===== config.mk =====
export PLATFORM = sky130hd
export DESIGN_NAME = fetch_unit
export DESIGN_NICKNAME = d
export VERILOG_FILES = /design/src/rtl/fetch_unit_pkg.sv /design/src/rtl/fetch_bht.sv /design/src/rtl/fetch_unit.sv
export SDC_FILE = /design/constraint.sdc
export NUM_CORES = 1
export LEC_CHECK = 0
export CORE_UTILIZATION = 50
export DETAILED_ROUTE_END_ITERATION = 10
export PLACE_DENSITY = 0.78
export SLEW_MARGIN = 20
export SYNTH_ARGS = -nofsm -noshare
export SYNTH_HDL_FRONTEND = slang
export SYNTH_HIERARCHICAL = 1
export SYNTH_SLANG_ARGS = --single-unit

===== constraint.sdc =====
create_clock -name clk -period 3.8 [get_ports clk]
set_input_delay 0.76 -clock clk [delete_from_list [all_inputs] [get_ports clk]]
set_output_delay 0.76 -clock clk [all_outputs]
set_load 0.01 [all_outputs]

===== src/rtl/fetch_unit_pkg.sv =====
// Shared constants, FSM encoding and immediate decoders for the instruction fetch unit.
// Used by fetch_unit and, when FETCH_BHT_EN is defined, fetch_bht.
package fetch_unit_pkg;

  localparam int unsigned XLen = 32;
  localparam int unsigned ILen = 32;

  localparam logic [6:0] OpcJal    = 7'b1101111;
  localparam logic [6:0] OpcBranch = 7'b1100011;

  typedef enum logic [1:0] {
    StFetch,
    StMemWait,
    StHold,
    StDrop
  } fetch_state_e;

  function automatic logic [XLen-1:0] imm_j(input logic [ILen-1:0] ins);
    return {{12{ins[31]}}, ins[19:12], ins[20], ins[30:21], 1'b0};
  endfunction

  function automatic logic [XLen-1:0] imm_b(input logic [ILen-1:0] ins);
    return {{20{ins[31]}}, ins[7], ins[30:25], ins[11:8], 1'b0};
  endfunction

endpackage


===== src/rtl/fetch_bht.sv =====
// Branch history table of 2-bit saturating counters, one per pc[BHT_IDX_W+1:2].
// Reads are combinational, so a same-cycle update is seen only on the next read.
module fetch_bht
  import fetch_unit_pkg::*;
#(
  parameter int unsigned BHT_IDX_W = 8
) (
  input  logic            clk,
  input  logic            rst,
  input  logic            rdy,
  input  logic [XLen-1:0] rd_pc,
  output logic            rd_taken,
  input  logic            upd_valid,
  input  logic [XLen-1:0] upd_pc,
  input  logic            upd_taken
);

  localparam int unsigned Entries = 1 << BHT_IDX_W;

  logic [1:0]           ctr_q [Entries];
  logic [BHT_IDX_W-1:0] rd_idx;
  logic [BHT_IDX_W-1:0] upd_idx;
  logic [1:0]           upd_old;
  logic [1:0]           upd_new;

  assign rd_idx   = rd_pc[BHT_IDX_W+1:2];
  assign upd_idx  = upd_pc[BHT_IDX_W+1:2];
  assign rd_taken = ctr_q[rd_idx][1];

  always_comb begin
    upd_old = ctr_q[upd_idx];
    upd_new = upd_old;
    if (upd_taken && (upd_old != 2'b11)) begin
      upd_new = upd_old + 2'd1;
    end else if (!upd_taken && (upd_old != 2'b00)) begin
      upd_new = upd_old - 2'd1;
    end
  end

  always_ff @(posedge clk) begin
    if (rst) begin
      for (int i = 0; i < Entries; i++) begin
        ctr_q[i] <= 2'b01;
      end
    end else if (rdy && upd_valid) begin
      ctr_q[upd_idx] <= upd_new;
    end
  end

  logic unused_pc_bits;
  assign unused_pc_bits = ^{rd_pc[XLen-1:BHT_IDX_W+2], rd_pc[1:0],
                            upd_pc[XLen-1:BHT_IDX_W+2], upd_pc[1:0]};

endmodule


===== src/rtl/fetch_unit.sv =====
// Single-outstanding instruction fetch unit with a one-entry buffer and next-PC prediction.
// Define FETCH_BHT_EN to add counter-based branch prediction; otherwise only JAL is taken.
module fetch_unit
  import fetch_unit_pkg::*;
#(
  parameter logic [XLen-1:0] RESET_PC  = 32'h0,
  parameter int unsigned     BHT_IDX_W = 8
) (
  input  logic            clk,
  input  logic            rst,
  input  logic            rdy,
  input  logic            disp_req,
  output logic            ins_valid,
  output logic [XLen-1:0] ins_pc,
  output logic [ILen-1:0] ins_code,
  output logic [XLen-1:0] ins_pred_pc,
  output logic            ins_pred_taken,
  output logic            mem_req,
  output logic [XLen-1:0] mem_addr,
  input  logic            mem_done,
  input  logic [ILen-1:0] mem_data,
  input  logic            redirect,
  input  logic [XLen-1:0] redirect_pc,
  input  logic            upd_valid,
  input  logic [XLen-1:0] upd_pc,
  input  logic            upd_taken
);

  fetch_state_e    state_q;
  logic [XLen-1:0] pc_q;
  logic            buf_valid_q;
  logic [XLen-1:0] buf_pc_q;
  logic [ILen-1:0] buf_code_q;
  logic [XLen-1:0] buf_pred_pc_q;
  logic            buf_pred_taken_q;

  logic            br_taken;
  logic [XLen-1:0] pred_pc;
  logic            pred_taken;

`ifdef FETCH_BHT_EN
  fetch_bht #(
    .BHT_IDX_W(BHT_IDX_W)
  ) u_bht (
    .clk      (clk),
    .rst      (rst),
    .rdy      (rdy),
    .rd_pc    (pc_q),
    .rd_taken (br_taken),
    .upd_valid(upd_valid),
    .upd_pc   (upd_pc),
    .upd_taken(upd_taken)
  );
`else
  assign br_taken = 1'b0;

  logic unused_upd;
  assign unused_upd = (^{upd_valid, upd_pc, upd_taken}) ^ (BHT_IDX_W == 0);
`endif

  // Prediction for the word arriving now; pc_q still holds its fetch address.
  always_comb begin
    pred_taken = 1'b0;
    pred_pc    = pc_q + 32'd4;
    if (mem_data[6:0] == OpcJal) begin
      pred_taken = 1'b1;
      pred_pc    = pc_q + imm_j(mem_data);
    end else if ((mem_data[6:0] == OpcBranch) && br_taken) begin
      pred_taken = 1'b1;
      pred_pc    = pc_q + imm_b(mem_data);
    end
  end

  always_ff @(posedge clk) begin
    if (rst) begin
      state_q          <= StFetch;
      pc_q             <= RESET_PC;
      mem_req          <= 1'b0;
      mem_addr         <= RESET_PC;
      buf_valid_q      <= 1'b0;
      buf_pc_q         <= '0;
      buf_code_q       <= '0;
      buf_pred_pc_q    <= '0;
      buf_pred_taken_q <= 1'b0;
      ins_valid        <= 1'b0;
      ins_pc           <= '0;
      ins_code         <= '0;
      ins_pred_pc      <= '0;
      ins_pred_taken   <= 1'b0;
    end else if (rdy) begin
      ins_valid <= 1'b0;
      unique case (state_q)
        StFetch: begin
          if (redirect) begin
            pc_q <= redirect_pc;
          end else begin
            mem_req  <= 1'b1;
            mem_addr <= pc_q;
            state_q  <= StMemWait;
          end
        end
        StMemWait: begin
          if (redirect) begin
            pc_q <= redirect_pc;
            if (mem_done) begin
              mem_req <= 1'b0;
              state_q <= StFetch;
            end else begin
              state_q <= StDrop;
            end
          end else if (mem_done) begin
            mem_req          <= 1'b0;
            buf_valid_q      <= 1'b1;
            buf_pc_q         <= pc_q;
            buf_code_q       <= mem_data;
            buf_pred_pc_q    <= pred_pc;
            buf_pred_taken_q <= pred_taken;
            state_q          <= StHold;
          end
        end
        StHold: begin
          if (redirect) begin
            pc_q        <= redirect_pc;
            buf_valid_q <= 1'b0;
            state_q     <= StFetch;
          end else if (disp_req && buf_valid_q) begin
            ins_valid      <= 1'b1;
            ins_pc         <= buf_pc_q;
            ins_code       <= buf_code_q;
            ins_pred_pc    <= buf_pred_pc_q;
            ins_pred_taken <= buf_pred_taken_q;
            pc_q           <= buf_pred_pc_q;
            buf_valid_q    <= 1'b0;
            state_q        <= StFetch;
          end
        end
        StDrop: begin
          // The request is still outstanding; its response belongs to the old path.
          if (redirect) begin
            pc_q <= redirect_pc;
          end
          if (mem_done) begin
            mem_req <= 1'b0;
            state_q <= StFetch;
          end
        end
        default: state_q <= StFetch;
      endcase
    end
  end

endmodule


==> flow_summary.ini <==
[worst_setup_path]
worstPathArrival_ns = 3.88
timing.critical_path.buf_inv = 2
cp_slowest_stage_delay_ns = 0.51
crit_slowest_cell = clkdlybuf4s50_1
worst_r2r_endpoint = buf_pred_pc_q[31]$_SDFFE_PP0P_
cp_max_fo = 3
worstReg2RegStart = pc_q[1]$_SDFFE_PP0P_
worstPathCellList = clkdlybuf4s50_1 -> ha_1 -> inv_1 -> fa_1 -> and2b_1 -> o211ai_1 -> a2111oi_2 -> o21ai_1 -> a2bb2oi_1 -> a2111oi_0 -> a311oi_1 -> mux2i_1 -> a21oi_1
path_class = primary input to flip-flop
crit_path_end_kind = flip-flop
crit_path_start_kind = primary input
r2r_cells = 12
ff2ff_setup_slack_ns = 0.71
critPathTopFamily = compound AO/OA/AOI/OAI gates
required_ns = 4.19

[power_and_ir_drop]
ir_worst_vdd_uv = 306
total_power_uw = 6010
p_comb_share_pct = 9.6
power_frac_seq_pct = 47.3
swShare_pct = 24.0
p_int_uw = 4570
power.switching_uw = 1440
clock_power_share_pct = 43.1
p_leak_uw = 0.00514
power_density_nw_per_um2 = 408

[synth]
synth_top_area_share_pct = 45.2
yosysTopAreaCell = dfxtp_1
synthArstFlopShare_pct = 0
synth_seq_area_share_pct = 45.2
synth_most_common_cell = nand2_1
synth_area_um2 = 11500
synth_top_family_by_area = simple AND/OR/NAND/NOR gates
avgSynthCellArea_um2 = 7.77
ys.warnings.count = 6
synth_edf_count = 0
syn_inst = 1486
synth_ff_type = dfxtp_1
ys_top_cells_by_area = dfxtp_1, nand2_1, a21oi_1
synthSimpleGateAreaFrac_pct = 20.9
synth_seq_cells = 261
synth.area.mux_share_pct = 3.04
synth_cell_types = 53
synthXorXnorAreaFrac_pct = 3.56
syn-num-nets = 1622
synth.cells.most_frequent = nand2_1, dfxtp_1, a21oi_1
synth_compound_area_share_pct = 19.6
synth_adder_area_share_pct = 3.53

[min_path]
worstHoldPathCells = 2
worstHoldEndpoint = ins_pc[2]$_SDFFE_PP0P_
hp-start = buf_pc_q[2]$_SDFFE_PP0P_
hp-class = flip-flop to flip-flop

[drt]
num_vias = 10800
wl_per_cell_um = 16.7
first_iter_violations = 704
drc = 0
firstDrtPassIters = 5
vias_per_cell = 5.54
drt-total-wl_um = 32500
ant_nets = 0

[timing]
fin_worst_skew_ns = 0.00811
fmaxAchievable_ghz = 0.287
worst_slew_pin_slew_ns = 0.931
min_period_over_period_pct = 91.7
finalHoldViolCount = 0
relSlewSlack_pct = 38.0
setup-tns-final_ns = 0
finalSetupViolCount = 0
fin_crit_ns = 3.49
drv_slew = 0
rsz0062_at_grt = no

[cts]
cts_resized = 0
post_cts_buffers = 0
cts_tree = built
clkSinkCount = 261
htreeDepth = 1
clk_latency_ns = 0.53
postCtsHoldBufs = 0
cts_buffers = 27
cts-root-buf = clkbuf_16
clk_path_buf_depth = 3
path_clk_slew_ns = 0.06

[global_route]
grt_remaining_overflow = 0
antenna_found_initial = 0
grt_pass1_wl_um = 52000
grt_pass1_vias = 10100
grt_usage_pct = 27.0
grt_start_max_net_pins = 142

[layout]
drive_above_1_share_pct = 5.65
nets = 1784
final_util_pct = 65.1
fin_cells = 1950
area_growth_pct = 27.6
antennaDiodeCount = 0
final_area_um2 = 14700

[flow_run]
drv_cap = 0

[place]
place_area_um2 = 13900
routabilityCongestion = 0.904
dpl.hpwl_um = 22500
io_buffers = 200
dp.cells = 1904

[floorplanning]
die_w_um = 154
initial_utilization_pct = 51.0
io_pins = 235
coreArea_um2 = 22600
die-area_um2 = 23700
rows = 55
dieHeight_um = 154

[outcome]
outcome = finished, final reports clean
-- stage by stage --
step / hold slack, ns / worst slack (ns)
global placement: 0.437 / -0.208
floorplan: 0.432 / 0.407
CTS: 0.452 / 0.327
detailed placement: 0.443 / -0.212
finish: 0.451 / 0.315
global route: 0.467 / 0.105
-- registers in the layout, indices dropped and copies added (netlist names), 2 cells and up --
name / count
buf_code_q: 32
buf_pc_q: 32
buf_pred_pc_q: 31
ins_pred_pc: 31
ins_code: 32
ins_pc: 32
pc_q: 32
state_q: 2
mem_addr: 32
-- tightest hold or removal path, cell delays in order, from the launching register on --
cell     delay (ns)
dfxtp_1        0.31
nand2_1        0.05
a21oi_1        0.05
-- layer usage --
layer | vias to the layer above | global-route usage (%) | wire, um
met5 | - | 0 | 0
met2 | 331 | 48.4 | 16600
met4 | 0 | 11.0 | 1090
met3 | 75 | 3.58 | 1620
li1 | 5360 | - | -
met1 | 5045 | 32.5 | 13300
-- power by group through the flow --
stage,registers [uW],clock network (uW),logic [uW]
after floorplan,2880,0,360
after global placement,2900,0,561
after detailed placement,2900,0,570
after CTS,2840,2630,574
after global routing,2850,2740,636
final,2840,2590,578
-- placed cells by master, fill, tap and decap left out, drive strengths merged, types with 2 or more instances in the layout --
cell type,n
nand2b,4
nand2,446
nand3,17
mux2i,34
buf,41
nor2,73
a21boi,2
o21ai,24
a31oi,7
nand4,9
clkbuf,38
clkinv,6
or3,3
a311oi,4
and2,2
o21a,4
xor2,21
bufinv,2
inv,20
a211oi,44
and4,4
nor3,11
clkdlybuf4s50,199
a21oi,255
ha,31
and3,15
o211ai,17
o21bai,6
nor2b,8
a2111oi,3
xnor2,26
dfxtp,261
a21o,10
-- kinds of logic (layout without fill, tap and decap cells) --
family / Yosys count / in the layout
mux: 35 / 35
fa+ha+maj: 32 / 32
compound gates: 388 / 388
buf+inv: 127 / 306
flops: 261 / 261
simple gates: 596 / 596
xor+xnor: 47 / 47
-- worst max-delay path by stage --
stage | depth (start not counted) | endpoint | from
global placement | 13 | buf_pred_pc_q[31]$_SDFFE_PP0P_ | mem_data[21]
detailed placement | 13 | buf_pred_pc_q[31]$_SDFFE_PP0P_ | mem_data[21]
floorplan | 12 | buf_pred_pc_q[31]$_SDFFE_PP0P_ | mem_data[21]
finish | 13 | buf_pred_pc_q[31]$_SDFFE_PP0P_ | mem_data[21]
CTS | 13 | buf_pred_pc_q[31]$_SDFFE_PP0P_ | mem_data[21]
global route | 13 | buf_pred_pc_q[31]$_SDFFE_PP0P_ | mem_data[21]
-- cell type report --
| type | count | area, um2 |
|---|---|---|
| clock buffers | 37 | 763 |
| inverters | 19 | 71.3 |
| well taps | 285 | 357 |
| flip-flops and latches | 261 | 5230 |
| clock inverters | 9 | 103 |
| repair buffers | 241 | 2340 |
| multi-input cells | 1098 | 5880 |
| fillers | 1959 | 7910 |
No activity file was read; power rests on OpenSTA's default activity.
